### src/rtl/idli_alu_m.sv
// ---------------------------------------------------------------------------
// idli_alu_m : nibble-serial 16-bit ALU, LSB nibble first, 4 cycles per op.
// Rev 1.0
// ---------------------------------------------------------------------------
`default_nettype none

module idli_alu_m (
    input  logic       i_alu_gck,
    input  logic       i_alu_rst,
    input  logic       i_alu_start,
    input  logic [2:0] i_alu_op,
    input  logic [3:0] i_alu_lhs,
    input  logic [3:0] i_alu_rhs,
    output logic [3:0] o_alu_out,
    output logic       o_alu_out_vld,
    output logic       o_alu_done,
    output logic       o_alu_carry,
    output logic       o_alu_zero
);

    localparam logic [2:0] C_OP_ADD  = 3'd0;
    localparam logic [2:0] C_OP_SUB  = 3'd1;
    localparam logic [2:0] C_OP_AND  = 3'd2;
    localparam logic [2:0] C_OP_ANDN = 3'd3;
    localparam logic [2:0] C_OP_OR   = 3'd4;
    localparam logic [2:0] C_OP_XOR  = 3'd5;
    localparam logic [2:0] C_OP_INC  = 3'd6;

    typedef enum logic [0:0] {
        IDLE = 1'b0,
        BUSY = 1'b1
    } state_t;

    state_t     r_state, w_state_nxt;
    logic [1:0] r_cnt, w_cnt_nxt;
    logic [2:0] r_op;
    logic       r_carry;
    logic       r_zacc;
    logic       r_flag_c;
    logic       r_flag_z;

    logic       w_start_idle;
    logic       w_start_b2b;
    logic       w_active;
    logic       w_first;
    logic [2:0] w_op;
    logic       w_cin;
    logic [4:0] w_sum;
    logic [3:0] w_out;
    logic       w_done;
    logic       w_zacc_nxt;

    assign w_start_idle = (r_state == IDLE) && i_alu_start;
    // A start on the last nibble queues the next op; its nibble 0 follows at cnt 0.
    assign w_start_b2b  = (r_state == BUSY) && (r_cnt == 2'd3) && i_alu_start;
    assign w_active     = w_start_idle || (r_state == BUSY);
    assign w_first      = w_start_idle || ((r_state == BUSY) && (r_cnt == 2'd0));
    assign w_op         = w_start_idle ? i_alu_op : r_op;
    assign w_cin        = w_first ? ((w_op == C_OP_SUB) || (w_op == C_OP_INC)) : r_carry;

    always_comb begin
        w_sum = 5'd0;
        case (w_op)
            C_OP_ADD:  w_sum = {1'b0, i_alu_lhs} + {1'b0, i_alu_rhs} + {4'd0, w_cin};
            C_OP_SUB:  w_sum = {1'b0, i_alu_lhs} + {1'b0, ~i_alu_rhs} + {4'd0, w_cin};
            C_OP_INC:  w_sum = {1'b0, i_alu_lhs} + {4'd0, w_cin};
            C_OP_AND:  w_sum = {1'b0, i_alu_lhs & i_alu_rhs};
            C_OP_ANDN: w_sum = {1'b0, i_alu_lhs & ~i_alu_rhs};
            C_OP_OR:   w_sum = {1'b0, i_alu_lhs | i_alu_rhs};
            C_OP_XOR:  w_sum = {1'b0, i_alu_lhs ^ i_alu_rhs};
            default:   w_sum = {1'b0, i_alu_rhs};
        endcase
    end

    assign w_out      = w_active ? w_sum[3:0] : 4'd0;
    assign w_done     = (r_state == BUSY) && (r_cnt == 2'd3);
    assign w_zacc_nxt = (w_first ? 1'b0 : r_zacc) | (|w_out);

    always_comb begin
        w_state_nxt = r_state;
        w_cnt_nxt   = r_cnt;
        case (r_state)
            IDLE: begin
                if (i_alu_start) begin
                    w_state_nxt = BUSY;
                    w_cnt_nxt   = 2'd1;
                end
            end
            BUSY: begin
                if (r_cnt == 2'd3) begin
                    w_state_nxt = i_alu_start ? BUSY : IDLE;
                    w_cnt_nxt   = 2'd0;
                end else begin
                    w_cnt_nxt = r_cnt + 2'd1;
                end
            end
            default: begin
                w_state_nxt = IDLE;
                w_cnt_nxt   = 2'd0;
            end
        endcase
    end

    always_ff @(posedge i_alu_gck or posedge i_alu_rst) begin
        if (i_alu_rst) begin
            r_state  <= IDLE;
            r_cnt    <= 2'd0;
            r_op     <= 3'd0;
            r_carry  <= 1'b0;
            r_zacc   <= 1'b0;
            r_flag_c <= 1'b0;
            r_flag_z <= 1'b0;
        end else begin
            r_state <= w_state_nxt;
            r_cnt   <= w_cnt_nxt;
            if (w_start_idle || w_start_b2b) begin
                r_op <= i_alu_op;
            end
            if (w_active) begin
                r_carry <= w_sum[4];
                r_zacc  <= w_zacc_nxt;
            end
            if (w_done) begin
                r_flag_c <= w_sum[4];
                r_flag_z <= ~w_zacc_nxt;
            end
        end
    end

    assign o_alu_out     = w_out;
    assign o_alu_out_vld = w_active;
    assign o_alu_done    = w_done;
    assign o_alu_carry   = r_flag_c;
    assign o_alu_zero    = r_flag_z;

endmodule

`default_nettype wire

### config.mk
export PLATFORM = sky130hd
export DESIGN_NAME = idli_alu_m
export DESIGN_NICKNAME = d
export VERILOG_FILES = /design/src/rtl/idli_alu_m.sv
export SDC_FILE = /design/constraint.sdc
export NUM_CORES = 1
export LEC_CHECK = 0
export CAP_MARGIN = 10
export CORE_MARGIN = 5
export CORE_UTILIZATION = 25
export CTS_BUF_LIST = sky130_fd_sc_hd__clkbuf_8
export CTS_CLUSTER_DIAMETER = 120
export CTS_CLUSTER_SIZE = 10
export DETAILED_ROUTE_END_ITERATION = 16
export DONT_BUFFER_PORTS = 1
export RECOVER_POWER = 25
export SETUP_SLACK_MARGIN = 0.3
export SYNTH_ARGS = -nofsm -noshare
export SYNTH_HDL_FRONTEND = slang
export SYNTH_SLANG_ARGS = --single-unit
### constraint.sdc
create_clock -name i_alu_gck -period 8.8 [get_ports i_alu_gck]
set_input_delay 1.32 -clock i_alu_gck [delete_from_list [all_inputs] [get_ports i_alu_gck]]
set_output_delay 1.32 -clock i_alu_gck [all_outputs]
set_load 0.1 [all_outputs]
== Word-level counts from Yosys, hierarchy flattened ==
Index checks and enable logic that the tools add are counted.

* Bitwise logic cells: 8
* Mux-type cells: 11
* $add $sub $neg: 6
* Equality and inequality tests: 8
* Reduce and logical (&&, ||, !) cells: 11

{| class="wikitable"
|+ Operators with widths
! kind !! number
|-
| case mux 5 bit (7 select lines) || 1
|-
| adder 4 x 4 -> 5 bit || 2
|-
| adder 5 x 1 -> 5 bit || 2
|-
| == test 3 bit (second input constant) || 3
|-
| AND 4 bit || 2
|-
| == test 3 x 2 -> 1 bit (second input constant) || 2
|-
| adder 4 x 1 -> 5 bit || 1
|-
| logical AND 1 bit || 4
|-
| logical OR 1 bit || 4
|-
| 2-to-1 mux 1 bit || 4
|-
| 2-to-1 mux 2 bit || 2
|-
| 2-to-1 mux 4 bit || 1
|-
| NOT 4 bit || 1
|-
| bitwise OR 4 bit || 1
|-
| case mux 2 bit (2 select lines) || 1
|-
| OR reduction 4 bit || 1
|-
| XOR 4 bit || 1
|-
| == test 3 x 1 -> 1 bit (second input constant) || 1
|-
| logical NOT 3 bit || 1
|-
| 2-to-1 mux 3 bit || 1
|-
| adder 2 x 1 -> 2 bit (second input constant) || 1
|-
| == test 2 bit (second input constant) || 1
|-
| logical NOT 2 bit || 1
|-
| != test 2 bit (second input constant) || 1
|-
| 3 further kinds || 4
|}

* Output and inout bits: 8
* Word-level logic and storage cells: 51
* Bits in registers: 10

== Longest topological paths before layout ==
Gate-level depths: netlist of run 1.

* Depth in word-level cells: 12
* Depth in mapped cells: 14

== Least setup slack after synthesis of run 1 ==
OpenSTA, ideal clock, no wires.

* Kind: input to output
* Start point: in i_alu_op[2]
* End point: out o_alu_out[3]
* Data required time: 7.480 ns
* Arrival time: 4.139 ns
* Setup slack: 3.341 ns
* Cell stages on the path: 7
* Path buffers: 1
* Cell sequence: clkbuf_1 or4b_1 o31ai_1 nand2_1 o41ai_1 o2bb2ai_1 a211oi_2

* Word-level cells in the longest chain between the ends: 7
* Elaborated cells between the ends (all ways): 15

{| class="wikitable"
|+ RTL lines
! element !! RTL line !! text
|-
| start: declaration || 11 || <nowiki>input logic [2:0] i_alu_op,</nowiki>
|-
| 2-to-1 mux 3 bit * || 58 || <nowiki>assign w_op = w_start_idle ? i_alu_op : r_op;</nowiki>
|-
| == test 3 x 1 -> 1 bit or == test 3 bit (tied branches) || 59, 63 ||
|-
| logical OR 1 bit || 59 || <nowiki>assign w_cin = w_first ? ((w_op == C_OP_SUB) || (w_op == C_OP_INC)) : r_carry;</nowiki>
|-
| 2-to-1 mux 1 bit || 59 ||
|-
| adder 5 x 1 -> 5 bit, or another cell as far along || 65 || <nowiki>C_OP_SUB: w_sum = {1'b0, i_alu_lhs} + {1'b0, ~i_alu_rhs} + {4'd0, w_cin};</nowiki>
|-
| case mux 5 bit (7 select lines) * || 63 || <nowiki>case (w_op)</nowiki>
|-
| 2-to-1 mux 4 bit * || 75 || <nowiki>assign w_out = w_active ? w_sum[3:0] : 4'd0;</nowiki>
|-
| end: declaration || 14 || <nowiki>output logic [3:0] o_alu_out,</nowiki>
|}

Every way passes the cells marked *; elsewhere a longest branch is shown, timed or not.

== Worst setup path after layout of run 1 ==
* Start point: in i_alu_start
* End point: out o_alu_out[1]

* Word-level cells in the longest chain between the ends: 8
* Elaborated cells between the ends (all ways): 18

{| class="wikitable"
|+ RTL lines
! element !! RTL line !! text
|-
| start: declaration || 10 || <nowiki>input logic i_alu_start,</nowiki>
|-
| logical AND 1 bit * || 53 || <nowiki>assign w_start_idle = (r_state == IDLE) && i_alu_start;</nowiki>
|-
| 2-to-1 mux 3 bit || 58 ||
|-
| == test 3 x 1 -> 1 bit or == test 3 bit (tied branches) || 59, 63 ||
|-
| logical OR 1 bit || 59 ||
|-
| 2-to-1 mux 1 bit || 59 ||
|-
| adder 5 x 1 -> 5 bit, or another cell as far along || 65 ||
|-
| case mux 5 bit (7 select lines) || 63 ||
|-
| 2-to-1 mux 4 bit * || 75 ||
|}

Marks and branches as above.

==> results.json, run 1 <==
{
  "outcome": "complete, no violations",
  "syn_area_sq_um": 1584,
  "initial_core_util_pct": 25.38,
  "worst_r2r_endpoint": "r_zacc",
  "floorplan.die.width_um": 89.60,
  "first_pass_iters": 5,
  "startpoint_type": "input port",
  "finalSetupTns_ns": 0,
  "buffers_from_clock_root_to_sink_at_most": 2,
  "die-area_sq_um": 8028,
  "grt_start_max_net_pins": 17,
  "setup.worst_path.end_class": "output port",
  "synthesized_area_per_cell_sq_um": 8.293,
  "grt_pass1_vias": 1411,
  "filler_cell_count": 686,
  "drt_iter0_drc": 244,
  "clkSinkCount": 10,
  "io-pin-count": 22,
  "worst_hold_path_startpoint": "r_cnt[0]",
  "skew_ns": 0.0008474,
  "number_of_enable_type_register_cells_in_the_synthesized_netlist": 0,
  "detail_route.vias_per_cell": 5.715,
  "wl_per_cell_um": 17.24,
  "synthDominantCellAreaShare_pct": 15.80,
  "cpLargestDelayFamily": "compound AO/OA/AOI/OAI gates",
  "critical_path.cell_chain": "nor2b_2, o31ai_1, o31ai_1, inv_1, fa_1, or3_1, a21oi_1, o221a_1",
  "synthDistinctLibCells": 57,
  "finalSetupViolCount": 0,
  "grt_pass1_wl_mm": 7.224,
  "min_cycle_time_layout_ns": 5.750,
  "cts_hold_buf": 0,
  "synth_top_cells_by_area": "dfrtp_1 (16%), ha_1 (13%), inv_1 (4.7%)",
  "tritoncts": "yes",
  "critical_path_buf_inv_count": 1,
  "ctsHtreeMaxLevel": 1,
  "hpwl_mm": 3.588,
  "max-slew-margin-rel_pct": 24.00,
  "cts_repair_resize_count": 0,
  "min_to": "r_cnt[0]",
  "clk_latency_ns": 0.23,
  "core_area_sq_um": 6241,
  "netlist.top_cell.by_area": "dfrtp_1",
  "critPathKind": "in -> out",
  "rsz_0062_raised_after_global_routing": "no",
  "netlist_instances": 191,
  "cts.clk_slew.worst_paths_ns": 0.04,
  "tightest_slew_ns": 1.108,
  "holdCritPathClass": "reg -> reg",
  "drt_wl_total_mm": 4.533,
  "critical_path_required_ns": 7.48,
  "antenna_found_initial": 0,
  "slowest_stage": "o221a_1",
  "final_min_period_over_clock_period_pct": 65.35,
  "numPortBuffers": 0,
  "cts_post_setup_buffers_inserted": 0,
  "antenna-diode-count": 0,
  "proportion_of_register_bits_with_asynchronous_set_or_reset_after_synthesis_pct": 100.0,
  "detail_route.drc_violations": 0,
  "number_of_nets_in_the_final_layout": 220,
  "placementRows": 29,
  "ys.flop_type": "dfrtp_1",
  "synth.net_count": 223,
  "worst_hold_path.num_cells": 1,
  "post-synth-top-count-cell": "inv_1",
  "proportion_of_layout_cells_with_a_drive_suffix_above_1_pct": 10.22,
  "worst-path-max-fanout": 12,
  "fmax_ghz": 0.1739,
  "cp_slowest_stage_delay_ns": 0.94,
  "timing.rr.start": "r_state",
  "timing.critical_path.mode_cell": "o31ai_1",
  "synth_warnings": 0,
  "drtAntennaViolNets": 0,
  "gp_congestion": 0.9775,
  "vias": 1503,
  "cts_root_buffer": "clkbuf_8",
  "maxCapViolCount": 0,
  "synth_seq_cells": 10,
  "syn_to_final_growth_pct": 5.845,
  "netlist_top_cells_count": "inv_1 (20), ha_1 (16), a21oi_1 (14), nand2_1 (14), dfrtp_1 (10)",
  "die_height_um": 89.60,
  "ys_seq_area_share_pct": 15.80,
  "reg2reg_depth": 12,
  "timing.final.max_slew_violations": 0,
  "critical_path_arrival_ns": 4.43,
  "globalRoute.totalOverflow": 0,
  "reg2reg_setup_slack_ns": 4.60,
  "final-hold-violation-count": 0,
  "clock_buffers_created_by_tritoncts": 3,
  "grtUsageTotal_pct": 11.41
}
-- layout make-up --
cell class	instances	area, sq um	area share, %
clock buffer	3	41.29	2.463
multi-input combinational	152	1206	71.94
inverter	20	75.07	4.478
tap	77	96.34	5.746
sequential	10	250.2	14.93
timing repair buffer	1	7.507	0.4478
-- cell families after synthesis --
| kind of cell | synth area share, % |
|---|---|
| buffers and inverters | 8.530 |
| DFF | 15.80 |
| xor gates and xnor gates | 1.659 |
| adders and majority gates | 15.17 |
| muxes | 7.977 |
| AOI/OAI and AO/OA | 27.81 |
| and+or+nand+nor | 23.07 |
-- how the worst max path moves through the flow --
stage | cells after the start | to | slack (ns) | start
after detailed placement | 8 | o_alu_out[1] | 3.15 | i_alu_start
after CTS | 8 | o_alu_out[1] | 3.14 | i_alu_start
after global placement | 8 | o_alu_out[1] | 3.23 | i_alu_start
after global routing | 8 | o_alu_out[1] | 2.96 | i_alu_start
after floorplan | 7 | o_alu_out[3] | 3.34 | i_alu_op[2]
final | 8 | o_alu_out[1] | 3.05 | i_alu_start
-- worst reg2reg max path, delay by kind of cell (launching register included) --
family	cells	cell delay (ns)
flops	1	0.52
compound gates	5	1.27
fa+ha+maj	1	0.48
simple gates	6	1.83
-- sequential cells by signal (all words and copies together), names as in the netlist --
signal	cells
r_zacc	1
r_op	3
o_alu_carry	1
o_alu_zero	1
r_carry	1
r_state	1
r_cnt	2
-- cells in the final DEF, fill, tap and decap left out, types with 2 or more instances in the layout --
master	n
nand3_1	5
or3b_1	2
fa_1	2
ha_1	16
o31a_1	2
a211oi_1	5
mux2_2	6
nand2_1	14
a21oi_1	14
a311o_1	2
nand2b_1	8
a31oi_1	3
o31ai_1	5
nand3b_1	2
nand4_1	3
dfrtp_1	10
o21ai_0	5
xnor2_1	3
nor3_1	4
nor2_1	7
o32ai_1	2
clkbuf_8	3
o311a_1	2
mux2i_1	3
inv_1	20
a21o_1	3
nand4bb_1	2
and3_1	3
a221oi_1	2
or3_1	2
-- per-layer routing --
metal,up-vias,part of all wire [%],global-route usage (%)
met5,-,0,0
met4,0,1.1,3.112
li1,708,-,-
met1,691,43,16.01
met3,9,13,2.555
met2,95,43,17.55
-- per-stage QoR --
step                      setup slack, ns  instance area (sq um)  instances  hold slack [ns]  utilization [%]
after floorplan                     3.341                   1584        191           0.5025                -
after global placement              3.233                   1635        260           0.5295            26.20
after detailed placement            3.149                   1635        260           0.5366            26.20
after CTS                           3.145                   1677        263           0.5460            26.86
after global routing                2.963                   1677        263           0.5621            26.86
final                               3.050                   1677        263           0.5374            26.86
Power of run 1 is left out: the tool's default activity adds up to more than one toggle a clock period on the data nets, which glitch-free logic cannot reach.
==> inputs of run 2 (changes only) <==
==> constraint.sdc (replaced) <==
create_clock -name i_alu_gck -period 5.9 [get_ports i_alu_gck]
set_input_delay 0.885 -clock i_alu_gck [delete_from_list [all_inputs] [get_ports i_alu_gck]]
set_output_delay 0.885 -clock i_alu_gck [all_outputs]
set_load 0.1 [all_outputs]
==> run 2 against run 1 <==
  * Sequential cell count unchanged
  * Non-clock buffer count increased by 3
  * Wire length increased by 1.4%
  * Final cell count increased by 1.1%
  * Critical path depth increased by 1
  * Utilization increased by 0.36 points
  * Sequential share of layout area decreased by 0.20 points
  * Register-to-register slack got worse by 2.8 ns
  * First-iteration DRC count decreased by 44%
  * Worst hold slack got worse by 0.034 ns
  * Cell area increased by 1.3%
  * Critical endpoint is now o_alu_out[2]
==> results.json, run 2 (synthesis gave the netlist of run 1 again) <==
{
  "outcome": "complete, no violations",
  "critical_path.cell_chain": "nor2b_2, o31ai_1, o31ai_1, inv_1, fa_1, inv_1, a221oi_1, a21oi_1, o311a_1",
  "worst_slack_ns": 1.394,
  "launch_point_of_the_critical_path": "i_alu_start",
  "skew_ns": 0.003892,
  "place_inst": 263,
  "grt_start_max_net_pins": 17,
  "io-pin-count": 22,
  "finalSetupViolCount": 0,
  "timing.final.max_slew_violations": 0,
  "drt_iter0_drc": 136,
  "critical_path_arrival_ns": 3.62,
  "path_depth": 9,
  "worst-path-max-fanout": 12,
  "max_flop_register": "r_op",
  "fin_worst_hold_slack_ns": 0.5033,
  "reg2reg_setup_slack_ns": 1.84,
  "placementRows": 29,
  "vias": 1514,
  "clk_latency_ns": 0.23,
  "tritoncts": "yes",
  "maxCapViolCount": 0,
  "reg.largest.list": "r_op (3), r_cnt (2)",
  "rsz_0062_raised_after_global_routing": "no",
  "critical_path_required_ns": 5.02,
  "globalRoute.totalOverflow": 0,
  "initial_core_util_pct": 25.38,
  "largest_reg_flops": 3,
  "buffers_from_clock_root_to_sink_at_most": 2,
  "cts_hold_buf": 0,
  "max-slew-margin-rel_pct": 30.30,
  "reg2reg_depth": 10,
  "numPortBuffers": 0,
  "final-instance-count-excl-fill": 266,
  "die-area_sq_um": 8028,
  "clock_buffers_created_by_tritoncts": 3,
  "worst_r2r_endpoint": "r_zacc",
  "grt_pass1_vias": 1400,
  "final-hold-violation-count": 0,
  "startpoint_type": "input port",
  "setup.worst_path.end_class": "output port",
  "cpLargestDelayFamily": "compound AO/OA/AOI/OAI gates",
  "cp_slowest_stage_delay_ns": 0.89,
  "timing.rr.start": "r_state",
  "fmax_ghz": 0.2219,
  "syn_to_final_growth_pct": 7.267,
  "crit_path_end": "o_alu_out[2]",
  "holdCritPathClass": "in -> async",
  "mostFrequentLayoutCells": "inv_1 (20), ha_1 (16), nand2_1 (14), a21oi_1 (14), dfrtp_1 (10)",
  "antenna_found_initial": 0,
  "slowest_stage": "o311a_1",
  "floorplan.die.width_um": 89.60,
  "detail_route.drc_violations": 0,
  "detail_route.vias_per_cell": 5.692,
  "proportion_of_layout_cells_with_a_drive_suffix_above_1_pct": 11.64,
  "cts.clk_slew.worst_paths_ns": 0.04,
  "wl_per_cell_um": 17.27,
  "die_height_um": 89.60,
  "critical_path_buf_inv_count": 2,
  "cts_root_buffer": "clkbuf_8",
  "final_common_cell": "inv_1",
  "cts_post_setup_buffers_inserted": 0,
  "core_area_sq_um": 6241,
  "clkSinkCount": 10,
  "tightest_slew_ns": 1.046,
  "grt_pass1_wl_mm": 7.258,
  "final_min_period_over_clock_period_pct": 76.37,
  "antenna-diode-count": 0,
  "detailedPlace.worstSlack_ns": 1.433,
  "critPathKind": "in -> out",
  "drt_wl_total_mm": 4.595,
  "first_pass_iters": 4,
  "grtUsageTotal_pct": 11.54,
  "number_of_nets_in_the_final_layout": 223,
  "finalSetupTns_ns": 0,
  "gp_congestion": 0.9692,
  "hpwl_mm": 3.715,
  "cts_repair_resize_count": 0,
  "drtAntennaViolNets": 0,
  "ctsHtreeMaxLevel": 1,
  "min_cycle_time_layout_ns": 4.506
}
run 2: through the flow:
| step | cell area, sq um | utilization [%] |
|---|---|---|
| global placement | 1658 | 26.56 |
| finish | 1699 | 27.23 |
| global route | 1699 | 27.23 |
| CTS | 1699 | 27.23 |
| floorplan | 1584 | - |
| detailed placement | 1658 | 26.56 |
run 2: worst min path at each step:
stage | depth (start not counted) | slack [ns] | startpoint | to
2_1_floorplan | 1 | 0.50 | r_cnt[0] | r_cnt[0]
3_3_place_gp | 1 | 0.53 | r_cnt[0] | r_cnt[0]
3_5_place_dp | 1 | 0.55 | r_cnt[0] | r_cnt[0]
4_1_cts | 1 | 0.52 | i_alu_rst | r_carry
5_1_grt | 1 | 0.54 | i_alu_rst | r_carry
6_report | 1 | 0.50 | i_alu_rst | r_carry
run 2: cell type report:
class                   instances  area (sq um)
flip-flops and latches         10         250.2
well taps                      77         96.34
fillers                       687          4542
multi-input cells             152          1206
repair buffers                  4         30.03
inverters                      20         75.07
clock buffers                   3         41.29
run 2: metal layers:
layer  vias to the layer above  GRT usage (%)  part of all wire (%)
li1                        705              -                     -
met1                       726          16.71                    44
met2                        74          16.89                    43
met3                         9          2.464                    11
met4                         0          3.789                   1.7
met5                         -              0                     0
Power of run 2 is left out for the same reason.
==> edit, RTL diff (settings of run 1) <==
Put a register stage on the outputs `o_alu_out`, `o_alu_out_vld` and `o_alu_done`, cleared by the reset. The values now appear one clock later. The other outputs are not delayed to match.
--- a/src/rtl/idli_alu_m.sv
+++ b/src/rtl/idli_alu_m.sv
@@ -127,9 +127,17 @@
         end
     end
 
-    assign o_alu_out     = w_out;
-    assign o_alu_out_vld = w_active;
-    assign o_alu_done    = w_done;
+    always_ff @(posedge i_alu_gck or posedge i_alu_rst) begin
+        if (i_alu_rst) begin
+            o_alu_out     <= '0;
+            o_alu_out_vld <= '0;
+            o_alu_done    <= '0;
+        end else begin
+            o_alu_out     <= w_out;
+            o_alu_out_vld <= w_active;
+            o_alu_done    <= w_done;
+        end
+    end
     assign o_alu_carry   = r_flag_c;
     assign o_alu_zero    = r_flag_z;
 
Formal check against the unedited RTL: not equivalent (a bounded check fails within 4 cycles, from zero or initial values and one cycle with i_alu_rst high).
==> edit against run 1 <==
- global-route usage decreased by 0.45 points
- routed wire length decreased by 2.2%
- largest cell class unchanged
- sequential cell count increased by 6
- synthesized area increased by 6.0%
- hold slack improved by 0.00091 ns
- setup slack improved by 2.1 ns
- cell area increased by 5.8%
- die area increased by 5.3%
==> edit: results (changes against run 1) <==
=================================================================================
Run status                                                           complete, no violations   unchanged
Wirelength, routed                                                        4.43 mm   was 4.53 mm
Proportion of layout cells with a drive suffix above 1                      0.111   was 0.102
Final weighted congestion of routability-driven global placement             1.02   was 0.978
Static leakage                                                           0.768 nW
Final antenna-violating net count                                               0   unchanged
Slew at the pin closest to its max-slew limit                            0.917 ns   was 1.11 ns
Dominant cells by area after synthesis                               sky130_fd_sc_hd__dfrtp_1 (24%), sky130_fd_sc_hd__ha_1 (12%), sky130_fd_sc_hd__inv_1 (4.0%)   was sky130_fd_sc_hd__dfrtp_1 (16%), sky130_fd_sc_hd__ha_1 (13%), sky130_fd_sc_hd__inv_1 (4.7%)
HPWL after detailed placement                                             3.55 mm   was 3.59 mm
N_diodes                                                                        0   unchanged
Biggest regs                                                         o_alu_out x4, r_op x3, r_cnt x2   was r_op x3, r_cnt x2
Synthesized netlist cell count                                                195   was 191
Postcts setup bufs                                                              0   unchanged
Post-synthesis net count                                                      227   was 223
Largest fanout on the critical path                                            11   was 12
Iteration count of the initial detailed-routing pass                            4   was 5
Capture instance of the worst register-to-register path              r_zacc$_DFFE_PP0N_   unchanged
Total placed cells including tap cells                                        262   was 260
Final net count                                                               222   was 220
Setup violation total in the final timing report                                0   unchanged
Worst hold margin                                                        0.538 ns   was 0.537 ns
Most instantiated flip-flop cell in the synthesis netlist            sky130_fd_sc_hd__dfrtp_1   unchanged
Initial DRC Count                                                             127   was 244
Wire length of the first global-routing pass                              7.44 mm   was 7.22 mm
Fillers                                                                       702   was 686
Synth async-reset ratio                                                      1.00   unchanged
Endpoint with the worst hold slack                                   r_cnt[0]$_DFFE_PP0P_   unchanged
Count of different cell masters after synthesis                                55   was 57
Arrival time of data at the critical path endpoint                        3.79 ns   was 4.43 ns
Largest buffer count on any clock path                                          2   unchanged
Final std cells w/o fill                                                      266   was 263
Clock skew after layout                                                0.00690 ns   was 0.000847 ns
R2R Setup Slk                                                             5.57 ns   was 4.60 ns
Most numerous cell types in the synthesized netlist                  sky130_fd_sc_hd__inv_1 (18), sky130_fd_sc_hd__dfrtp_1 (16), sky130_fd_sc_hd__ha_1 (16), sky130_fd_sc_hd__nand2_1 (16), sky130_fd_sc_hd__o21ai_0 (11)   was sky130_fd_sc_hd__inv_1 (20), sky130_fd_sc_hd__ha_1 (16), sky130_fd_sc_hd__a21oi_1 (14), sky130_fd_sc_hd__nand2_1 (14), sky130_fd_sc_hd__dfrtp_1 (10)
Post-placement worst setup slack                                          4.90 ns   was 3.15 ns
Global-route usage over all layers                                          0.110   was 0.114
Number of global-route vias before repair                                    1387   was 1411
Number of vias in the routed layout                                          1471   was 1503
Sequential fraction of the synthesis area                                   0.238   was 0.158
Cell Area, Placed                                                        1720 um2   was 1640 um2
Hold Path Depth                                                                 1   unchanged
Clock insertion delay at the later pin of the skew report                 0.25 ns   was 0.23 ns
Maximum number of pins on one net before global-route repair                   22   was 17
Number of pins exceeding their max-slew limit in the final report               0   unchanged
R2R cell count                                                                 10   was 12
Register clock-pin slew on the reported worst setup and hold paths        0.06 ns   was 0.04 ns
Max rail drop VDD                                                        0.164 mV
=================================================================================
==> edit: kinds of logic after synthesis <==
group	synth area share
buffers and inverters	0.0738
AO/OA/AOI/OAI	0.242
AND/OR/NAND/NOR	0.175
flip-flops	0.238
multiplexers	0.0961
adder cells (fa/ha/maj)	0.143
XOR/XNOR	0.0313
==> edit: area by class of cell <==
class / count / area, um2 / area share
clock buffer: 4 / 55.1 / 0.0310
sequential: 16 / 400 / 0.226
tap: 77 / 96.3 / 0.0543
inverter: 18 / 67.6 / 0.0381
multi-input combinational: 151 / 1150 / 0.651
==> edit: power breakdown <==
part	internal (mW)	total (mW)	switching [mW]
combinational	0.141	0.328	0.187
clock	0.0397	0.0643	0.0246
sequential	0.106	0.271	0.166
==> edit: critical path, stage by stage <==
cell,delay (ns)
sky130_fd_sc_hd__or3b_2,0.44
sky130_fd_sc_hd__a21o_1,0.20
sky130_fd_sc_hd__a31o_2,0.25
sky130_fd_sc_hd__nand2_1,0.08
sky130_fd_sc_hd__fa_1,0.40
sky130_fd_sc_hd__a21oi_1,0.19
sky130_fd_sc_hd__a21oi_1,0.11
sky130_fd_sc_hd__o221a_4,0.25
sky130_fd_sc_hd__a21oi_1,0.10
sky130_fd_sc_hd__or4b_1,0.43
==> edit: worst max path at each step <==
stage	from	cells after the start	endpoint	slack (ns)
global route	i_alu_op[1]	10	r_zacc$_DFFE_PP0N_	5.04
global placement	i_alu_op[1]	10	r_zacc$_DFFE_PP0N_	4.92
floorplan	i_alu_op[1]	10	r_zacc$_DFFE_PP0N_	5.01
detailed placement	i_alu_op[1]	10	r_zacc$_DFFE_PP0N_	4.90
finish	i_alu_op[1]	10	r_zacc$_DFFE_PP0N_	5.13
CTS	i_alu_op[1]	10	r_zacc$_DFFE_PP0N_	5.16
==> edit: per-layer routing <==
metal	track usage	share of wire
met5	0	0
met4	0.0272	0.016
met3	0.0319	0.096
met2	0.155	0.42
met1	0.162	0.47
